[src/rtl/mem_access_ctrl.sv]
// Sub-word load/store sequencer in front of a word-wide memory: read-modify-write for
// byte/halfword stores, lane extraction with extension for loads. Optional macro: MISALIGN_TRAP_EN.
module mem_access_ctrl #(
  parameter int unsigned MEM_RD_LAT = 1
) (
  input  logic        clk,
  input  logic        rst,
  input  logic        req_valid,
  output logic        req_ready,
  input  logic        req_we,
  input  logic [1:0]  req_size,
  input  logic        req_unsigned,
  input  logic [31:0] req_addr,
  input  logic [31:0] req_wdata,
  output logic        done,
  output logic [31:0] rdata,
  output logic        err,
  output logic        Mem_WrEn,
  output logic [31:0] ALU_MEM_Addr,
  output logic [31:0] MEM_DataIn,
  input  logic [31:0] MEM_DataOut
);

  localparam logic [1:0] ST_IDLE    = 2'd0;
  localparam logic [1:0] ST_RD_WAIT = 2'd1;
  localparam logic [1:0] ST_WRITE   = 2'd2;
  localparam logic [1:0] ST_DONE    = 2'd3;

  localparam logic [1:0] SZ_BYTE = 2'b00;
  localparam logic [1:0] SZ_HALF = 2'b01;

  // Read data is taken on the MEM_RD_LAT-th edge after the address register loads.
  localparam logic [1:0] LAST_CNT = 2'(MEM_RD_LAT - 1);

  logic [1:0]  state_q, state_d;
  logic [1:0]  cnt_q, cnt_d;
  logic        we_q, we_d;
  logic [1:0]  size_q, size_d;
  logic        unsigned_q, unsigned_d;
  logic [1:0]  lane_q, lane_d;
  logic [31:0] wdata_q, wdata_d;
  logic        ready_q, ready_d;
  logic        done_q, done_d;
  logic        err_q, err_d;
  logic [31:0] rdata_q, rdata_d;
  logic        wr_en_q, wr_en_d;
  logic [31:0] addr_q, addr_d;
  logic [31:0] din_q, din_d;

  logic        accept;
  logic        misaligned;
  logic [7:0]  rd_byte;
  logic [15:0] rd_half;
  logic [31:0] load_val;
  logic [31:0] merged;

  assign accept = req_valid & ready_q;

`ifdef MISALIGN_TRAP_EN
  assign misaligned = ((req_size == SZ_HALF) && req_addr[0]) ||
                      (req_size[1] && (req_addr[1:0] != 2'b00));
`else
  assign misaligned = 1'b0;
`endif

  assign rd_byte = MEM_DataOut[{lane_q, 3'b000} +: 8];
  assign rd_half = MEM_DataOut[{lane_q[1], 4'b0000} +: 16];

  // NOTE: every signal assigned in an always_comb gets a default first, so no path leaves it unassigned and no latch is inferred.
  always_comb begin
    load_val = MEM_DataOut;
    merged   = MEM_DataOut;
    unique case (size_q)
      SZ_BYTE: begin
        load_val = {{24{~unsigned_q & rd_byte[7]}}, rd_byte};
        merged[{lane_q, 3'b000} +: 8] = wdata_q[7:0];
      end
      SZ_HALF: begin
        load_val = {{16{~unsigned_q & rd_half[15]}}, rd_half};
        merged[{lane_q[1], 4'b0000} +: 16] = wdata_q[15:0];
      end
      default: begin
        load_val = MEM_DataOut;
        merged   = wdata_q;
      end
    endcase
  end

  always_comb begin
    state_d    = state_q;
    cnt_d      = cnt_q;
    we_d       = we_q;
    size_d     = size_q;
    unsigned_d = unsigned_q;
    lane_d     = lane_q;
    wdata_d    = wdata_q;
    err_d      = err_q;
    rdata_d    = rdata_q;
    addr_d     = addr_q;
    din_d      = din_q;

    unique case (state_q)
      ST_IDLE: begin
        if (accept) begin
          we_d       = req_we;
          size_d     = req_size;
          unsigned_d = req_unsigned;
          lane_d     = req_addr[1:0];
          wdata_d    = req_wdata;
          err_d      = misaligned;
          cnt_d      = 2'd0;
          if (misaligned) begin
            state_d = ST_DONE;
          end else begin
            addr_d = {req_addr[31:2], 2'b00};
            if (req_we && req_size[1]) begin
              din_d   = req_wdata;
              state_d = ST_WRITE;
            end else begin
              state_d = ST_RD_WAIT;
            end
          end
        end
      end
      ST_RD_WAIT: begin
        if (cnt_q == LAST_CNT) begin
          if (we_q) begin
            din_d   = merged;
            state_d = ST_WRITE;
          end else begin
            rdata_d = load_val;
            state_d = ST_DONE;
          end
        end else begin
          cnt_d = cnt_q + 2'd1;
        end
      end
      ST_WRITE: state_d = ST_DONE;
      default:  state_d = ST_IDLE;
    endcase

    // Handshake and strobes are registered decodes of the next state, so they are glitch-free.
    ready_d = (state_d == ST_IDLE);
    wr_en_d = (state_d == ST_WRITE);
    done_d  = (state_d == ST_DONE);
  end

  // NOTE: sequential state uses non-blocking assignments so every register samples pre-edge values.
  always_ff @(posedge clk) begin
    if (rst) begin
      state_q    <= ST_IDLE;
      cnt_q      <= 2'd0;
      we_q       <= 1'b0;
      size_q     <= 2'b00;
      unsigned_q <= 1'b0;
      lane_q     <= 2'b00;
      wdata_q    <= 32'd0;
      ready_q    <= 1'b1;
      done_q     <= 1'b0;
      err_q      <= 1'b0;
      rdata_q    <= 32'd0;
      wr_en_q    <= 1'b0;
      addr_q     <= 32'd0;
      din_q      <= 32'd0;
    end else begin
      state_q    <= state_d;
      cnt_q      <= cnt_d;
      we_q       <= we_d;
      size_q     <= size_d;
      unsigned_q <= unsigned_d;
      lane_q     <= lane_d;
      wdata_q    <= wdata_d;
      ready_q    <= ready_d;
      done_q     <= done_d;
      err_q      <= err_d;
      rdata_q    <= rdata_d;
      wr_en_q    <= wr_en_d;
      addr_q     <= addr_d;
      din_q      <= din_d;
    end
  end

  assign req_ready    = ready_q;
  assign done         = done_q;
  assign err          = err_q;
  assign rdata        = rdata_q;
  assign Mem_WrEn     = wr_en_q;
  assign ALU_MEM_Addr = addr_q;
  assign MEM_DataIn   = din_q;

endmodule

[config.mk]
export PLATFORM = sky130hd
export DESIGN_NAME = mem_access_ctrl
export DESIGN_NICKNAME = d
export VERILOG_FILES = /design/src/rtl/mem_access_ctrl.sv
export SDC_FILE = /design/constraint.sdc
export NUM_CORES = 1
export LEC_CHECK = 0
export CORE_MARGIN = 3
export CORE_UTILIZATION = 40
export CTS_BUF_LIST = sky130_fd_sc_hd__clkbuf_2
export CTS_CLUSTER_DIAMETER = 40
export DETAILED_ROUTE_END_ITERATION = 16
export GPL_ROUTABILITY_DRIVEN = 0
export HOLD_SLACK_MARGIN = 0.15
export PLACE_DENSITY = 0.75
export SKIP_LAST_GASP = 1
export SLEW_MARGIN = 20
export SYNTH_ARGS = -nofsm -noshare
export SYNTH_HDL_FRONTEND = slang
export SYNTH_SLANG_ARGS = --single-unit
[constraint.sdc]
create_clock -name clk -period 2.62 [get_ports clk]
set_input_delay 0.786 -clock clk [delete_from_list [all_inputs] [get_ports clk]]
set_output_delay 0.786 -clock clk [all_outputs]
set_load 0.01 [all_outputs]
Yosys cells after proc, flatten, opt, wreduce, memory -nomap -nowiden
Index checks and enable logic that the tools add are counted.
- memory bits (read-only): 0
- bits of input ports: 103
- word-level logic and storage cells: 64
- bits in writable memories: 0
- register bits: 139
- bits in latches: 0
- output and inout port bits: 100
- memories kept: 0
- eq/ne operators: 10
- div/mod/pow operators: 0
- $add $sub $neg: 3
- multiplexer cells: 17
- multipliers: 0
- reductions and logical operators: 10
- bitwise gates (word level): 5
- magnitude comparators: 0
- shifts and indexed selects: 6
- operators with widths (kind ; count):
    $pmux 32 s2 ; 3
    $mux 32 ; 4
    $bwmux 32 ; 2
    $shift 16x7->32 const A ; 1
    $shift 8x7->32 const A ; 1
    $shiftx 16x7->32 ; 1
    $shiftx 32x6->16 ; 1
    $shiftx 32x6->8 ; 1
    $shiftx 8x7->32 ; 1
    $neg 5->7 ; 2
    $mux 2 ; 5
    $ne 2x2->1 const B ; 5
    $logic_not 2->1 ; 4
    $eq 2x2->1 const B ; 3
    $pmux 2 s3 ; 1
    $reduce_and 3->1 ; 2
    $reduce_and 5->1 ; 1
    $eq 2x1->1 const B ; 2
    $pmux 2 s2 ; 1
    $and 1x1->1 ; 3
    $add 2x1->2 const B ; 1
    $not 1->1 ; 2
    $reduce_and 2->1 ; 1
    $reduce_bool 2->1 ; 1
    other kinds (2) ; 2

Depth between registers and ports, before layout
- word-level depth: 7
- depth in mapped cells: 7
- mapped depth without buffers: 6

Worst setup path after synthesis
No wires, ideal clock.
- kind: reg-to-reg
- start point: register lane_q[1]
- end point: register din_q[0] (netlist: MEM_DataIn[0])
- library setup time: 92 ps
- required time: 2528 ps
- stages on the path, launching flop included: 8
- buffers on the path: 1
- clock period less this slack: 1999 ps
- setup slack: 621 ps
- arrival time: 1907 ps
- path through: dfxtp_1 buf_2 inv_1 ha_1 nor3_1 o2bb2ai_1 a211oi_1 o32ai_1
- cells in the longest elaborated chain, start to end: 7
- elaborated cells between the ends (all ways): 12
- those cells by class: 2 x add/sub; 4 x shift; 6 x mux
- ends and longest elaborated chain (what ; RTL line ; RTL):
    from (decl) ; 40 ; logic [1:0] lane_q, lane_d;
    from (signal assigned) ; 171 ; lane_q <= lane_d;
    $neg 5->7, on equally long branches ; 80, 76 ;
    $shiftx 16x7->32, or another cell as far along ; 80 ; merged[{lane_q[1], 4'b0000} +: 16] = wdata_q[15:0];
    $bwmux 32, on equally long branches ; 80, 76 ;
    $pmux 32 s2 * ; 73 ; unique case (size_q)
    $mux 32 * ; 127 ; if (we_q) begin
    $mux 32 * ; 126 ; if (cnt_q == LAST_CNT) begin
    $pmux 32 s2 * ; 102 ; unique case (state_q)
    to (signal assigned) ; 179 ; din_q <= din_d;
    to (decl) ; 48 ; logic [31:0] din_q, din_d;
Mark *: on every way between the ends. The rest lies on a longest branch, timed or not. The select of a mux whose other input is x is not followed.
A chain may end at the register's enable or synchronous reset.

Worst setup path in the final report
- start point: register din_q[29] (netlist: MEM_DataIn[29])
- end point: output port MEM_DataIn[29]
- RTL lines (what ; RTL line ; RTL):
    to (decl) ; 20 ; output logic [31:0] MEM_DataIn,
No word-level cell between the ends.

==> flow_metrics.tcl <==
set metrics [dict create \
    outcome "complete, no violations" \
    fp.coreArea_mm2 0.0159 \
    post_cts.repair.setup_buffers 0 \
    synthFlopType "dfxtp_1" \
    fillerInstances 1507 \
    comb_power_share_pct 45.1 \
    crit_path_start "MEM_DataIn[29]" \
    grt_overflow 0 \
    leakage_nw 3.04 \
    irDropWorstVdd_v 0.000519 \
    clk_latency_ns 0.72 \
    synth_cell_type_count 41 \
    clock-sinks 139 \
    min_from "rst" \
    cts_buffers 17 \
    reg2regPathDepth 6 \
    power_density_mw_per_mm2 833 \
    synthesis.area_mm2 0.00654 \
    drcViolationCount 0 \
    syn_area_per_cell_um2 8.08 \
    r2r_slack_ns 0.34 \
    crit_type "flip-flop to output port" \
    crit_buf_inv 1 \
    vias_per_cell 5.56 \
    cp_top_family "buffers and inverters" \
    yosys_warnings 0 \
    area_delta_synth_final_pct 39.1 \
    seq_power_share_pct 38.9 \
    tightest_slew_ns 0.851 \
    grt_first_pass_wirelength_um 35100 \
    crit_chain "clkdlybuf4s50_1" \
    dp_hpwl_um 16400 \
    finalClockSkew_ns 0.0340 \
    finalSetupViolCount 0 \
    h-tree-depth 4 \
    start_util_pct 41.0 \
    vias 6830 \
    grt_max_degree 82 \
    cts-root-buf "clkbuf_2" \
    power_frac_clock_pct 16.0 \
    cts_tree "yes" \
    portBuffers 199 \
    fin_ws_ns 0.101 \
    crit_path_top_delay_cell "clkdlybuf4s50_1" \
    antenna_found_initial 2 \
    grt_pass1_vias 6481 \
    dp.cells 1195 \
    clockBufferDepth 2 \
    drt_iter0_markers 735 \
    post-place-ws_ns 0.0334 \
    grt.total_usage_pct 24.5 \
    post_cts_resized 0 \
    hold_path_depth 2 \
    cp.arrival_ns 1.73 \
    slew_violations 0 \
    max_slew_margin_pct 42.8 \
    fin_nets 1107 \
    io_pins 203 \
    wirelength_um 22600 \
    layout-drive-gt1-share_pct 8.32 \
    critPathMaxStageDelay_ns 0.58 \
    cap_violations 0 \
    clkTransAtPathRegs_ns 0.21 \
    yosys_register_bits 139 \
    post-route-period-util_pct 96.1 \
    die_y_um 134 \
    p_int_w 0.00463 \
    required_ns 1.83 \
    swShare_pct 39.0 \
    min_to "lane_q[0]" \
    die_width_um 134 \
    critPathMaxFanout 2 \
    ant_nets 0 \
    max_freq_mhz 397 \
    timing.rr.end "MEM_DataIn[25]" \
    synth-edff-count 0 \
    start_kind "flip-flop" \
    r2r_start "lane_q[0]" \
    end_kind "output port" \
    finalHoldViolations 0 \
    final.setup.tns_ns 0 \
    min_path_type "primary input to flip-flop" \
    synth-async-reset-ratio_pct 0 \
    final_cells 1228 \
    wl_per_cell_um 18.4 \
    postSynthCellCount 810 \
    std_cell_rows 46 \
    dr.pass1.iters 7 \
    dieArea_mm2 0.0179 \
    yosysSeqAreaShare_pct 42.5 \
    p_switching_w 0.00296 \
    fin_crit_ns 2.52 \
    rsz0062_at_grt "no" \
    cts_hold_buf 0 \
]
-- cell usage in the layout, fill, tap and decap left out, types with 3 or more instances in the layout --
cell type,instances
ha_1,6
a21oi_1,73
buf_4,32
nand2_1,196
conb_1,3
buf_12,4
dfxtp_1,137
clkinv_2,4
clkinv_1,3
or3_1,8
a211oi_1,39
clkbuf_2,17
nor3_1,6
a221oi_1,26
nor4_4,3
o2bb2ai_1,8
mux2_2,7
nor2_1,63
inv_1,39
nand2b_1,4
o21ai_0,7
o32ai_1,33
clkdlybuf4s50_1,198
mux2i_1,34
clkinvlp_4,3
o211ai_1,24
a222oi_1,7
-- synthesized netlist by cell type (2+ instances only) --
master     count  area (um^2)
nor2_1        63          236
nor2b_1        3         18.8
buf_1          4         15.0
inv_1         39          146
ha_1           6         75.1
nand2_1      196          736
o211ai_1      24          180
o21ai_0        7         35.0
a21oi_1       73          365
buf_2         13         65.1
a222oi_1       7         70.1
nand2b_1       4         25.0
dfxtp_1      139         2780
buf_4          3         22.5
nor4_4         3         63.8
or3_1          8         50.1
a221oi_1      26          228
o2bb2ai_1      8         70.1
nor3_1         6         30.0
mux2i_1       34          340
a211oi_1      39          293
clkbuf_1      47          176
o32ai_1       33          289
mux2_2         7         78.8
nor3b_1        2         15.0
-- sequential cells by signal (all words and copies together), names as in the netlist, 2 cells and up --
register	cells
size_q	2
ALU_MEM_Addr	30
cnt_q	2
wdata_q	32
lane_q	2
MEM_DataIn	32
rdata	32
state_q	2
-- worst max path at each step --
| stage | endpoint | slack (ns) | depth (start not counted) |
|---|---|---|---|
| 2_1_floorplan | MEM_DataIn[0] | 0.62 | 7 |
| 3_3_place_gp | MEM_DataIn[15] | 0.14 | 6 |
| 3_5_place_dp | rdata[14] | 0.03 | 5 |
| 4_1_cts | MEM_DataIn[29] | 0.03 | 1 |
| 5_1_grt | MEM_DataIn[5] | 0.02 | 1 |
| 6_report | MEM_DataIn[29] | 0.10 | 1 |
-- power by group through the flow --
stage | Clock [W] | Sequential [W] | Combinational, W
final | 0.00122 | 0.00295 | 0.00342
after global routing | 0.00136 | 0.00300 | 0.00370
after CTS | 0.00124 | 0.00294 | 0.00341
after detailed placement | 0 | 0.00299 | 0.00340
after global placement | 0 | 0.00298 | 0.00335
after floorplan | 0 | 0.00308 | 0.00166
-- per-layer routing --
layer | part of all wire (%) | track usage, % | vias up
li1 | - | - | 3250
met1 | 41 | 31.7 | 3150
met2 | 46 | 38.2 | 372
met3 | 10 | 8.51 | 58
met4 | 2.9 | 8.46 | 0
met5 | 0 | 0 | -
-- through the flow --
step                      util (%)  power, W  area (um^2)  hold WS (ns)
after floorplan                  -   0.00473         6550         0.432
after global placement        55.7   0.00633         8880         0.440
after detailed placement      55.7   0.00638         8880         0.444
after CTS                     57.0   0.00760         9090         0.382
after global routing          57.1   0.00806         9100         0.379
final                         57.1   0.00758         9100         0.430
-- area by class of cell --
class	instances	area, um^2	share of cell area (%)
timing repair buffer	234	2300	25.3
sequential	139	2790	30.6
tap	216	270	2.97
inverter	39	146	1.61
antenna	2	5.00	0.0550
clock buffer	17	85.1	0.935
clock inverter	14	131	1.44
multi-input combinational	567	3370	37.1
-- kinds of logic (layout without fill, tap and decap cells) --
kind of cell | count (synthesis) | count (layout) | share of synthesized area (%)
AO/OA/AOI/OAI | 226 | 226 | 24.6
adder cells (fa/ha/maj) | 6 | 6 | 1.15
buffers and inverters | 106 | 304 | 6.50
flip-flops | 139 | 139 | 42.5
multiplexers | 41 | 41 | 6.41
other | 1 | 5 | 0.0573
AND/OR/NAND/NOR | 291 | 291 | 18.7
No activity file was read; power rests on OpenSTA's default activity.
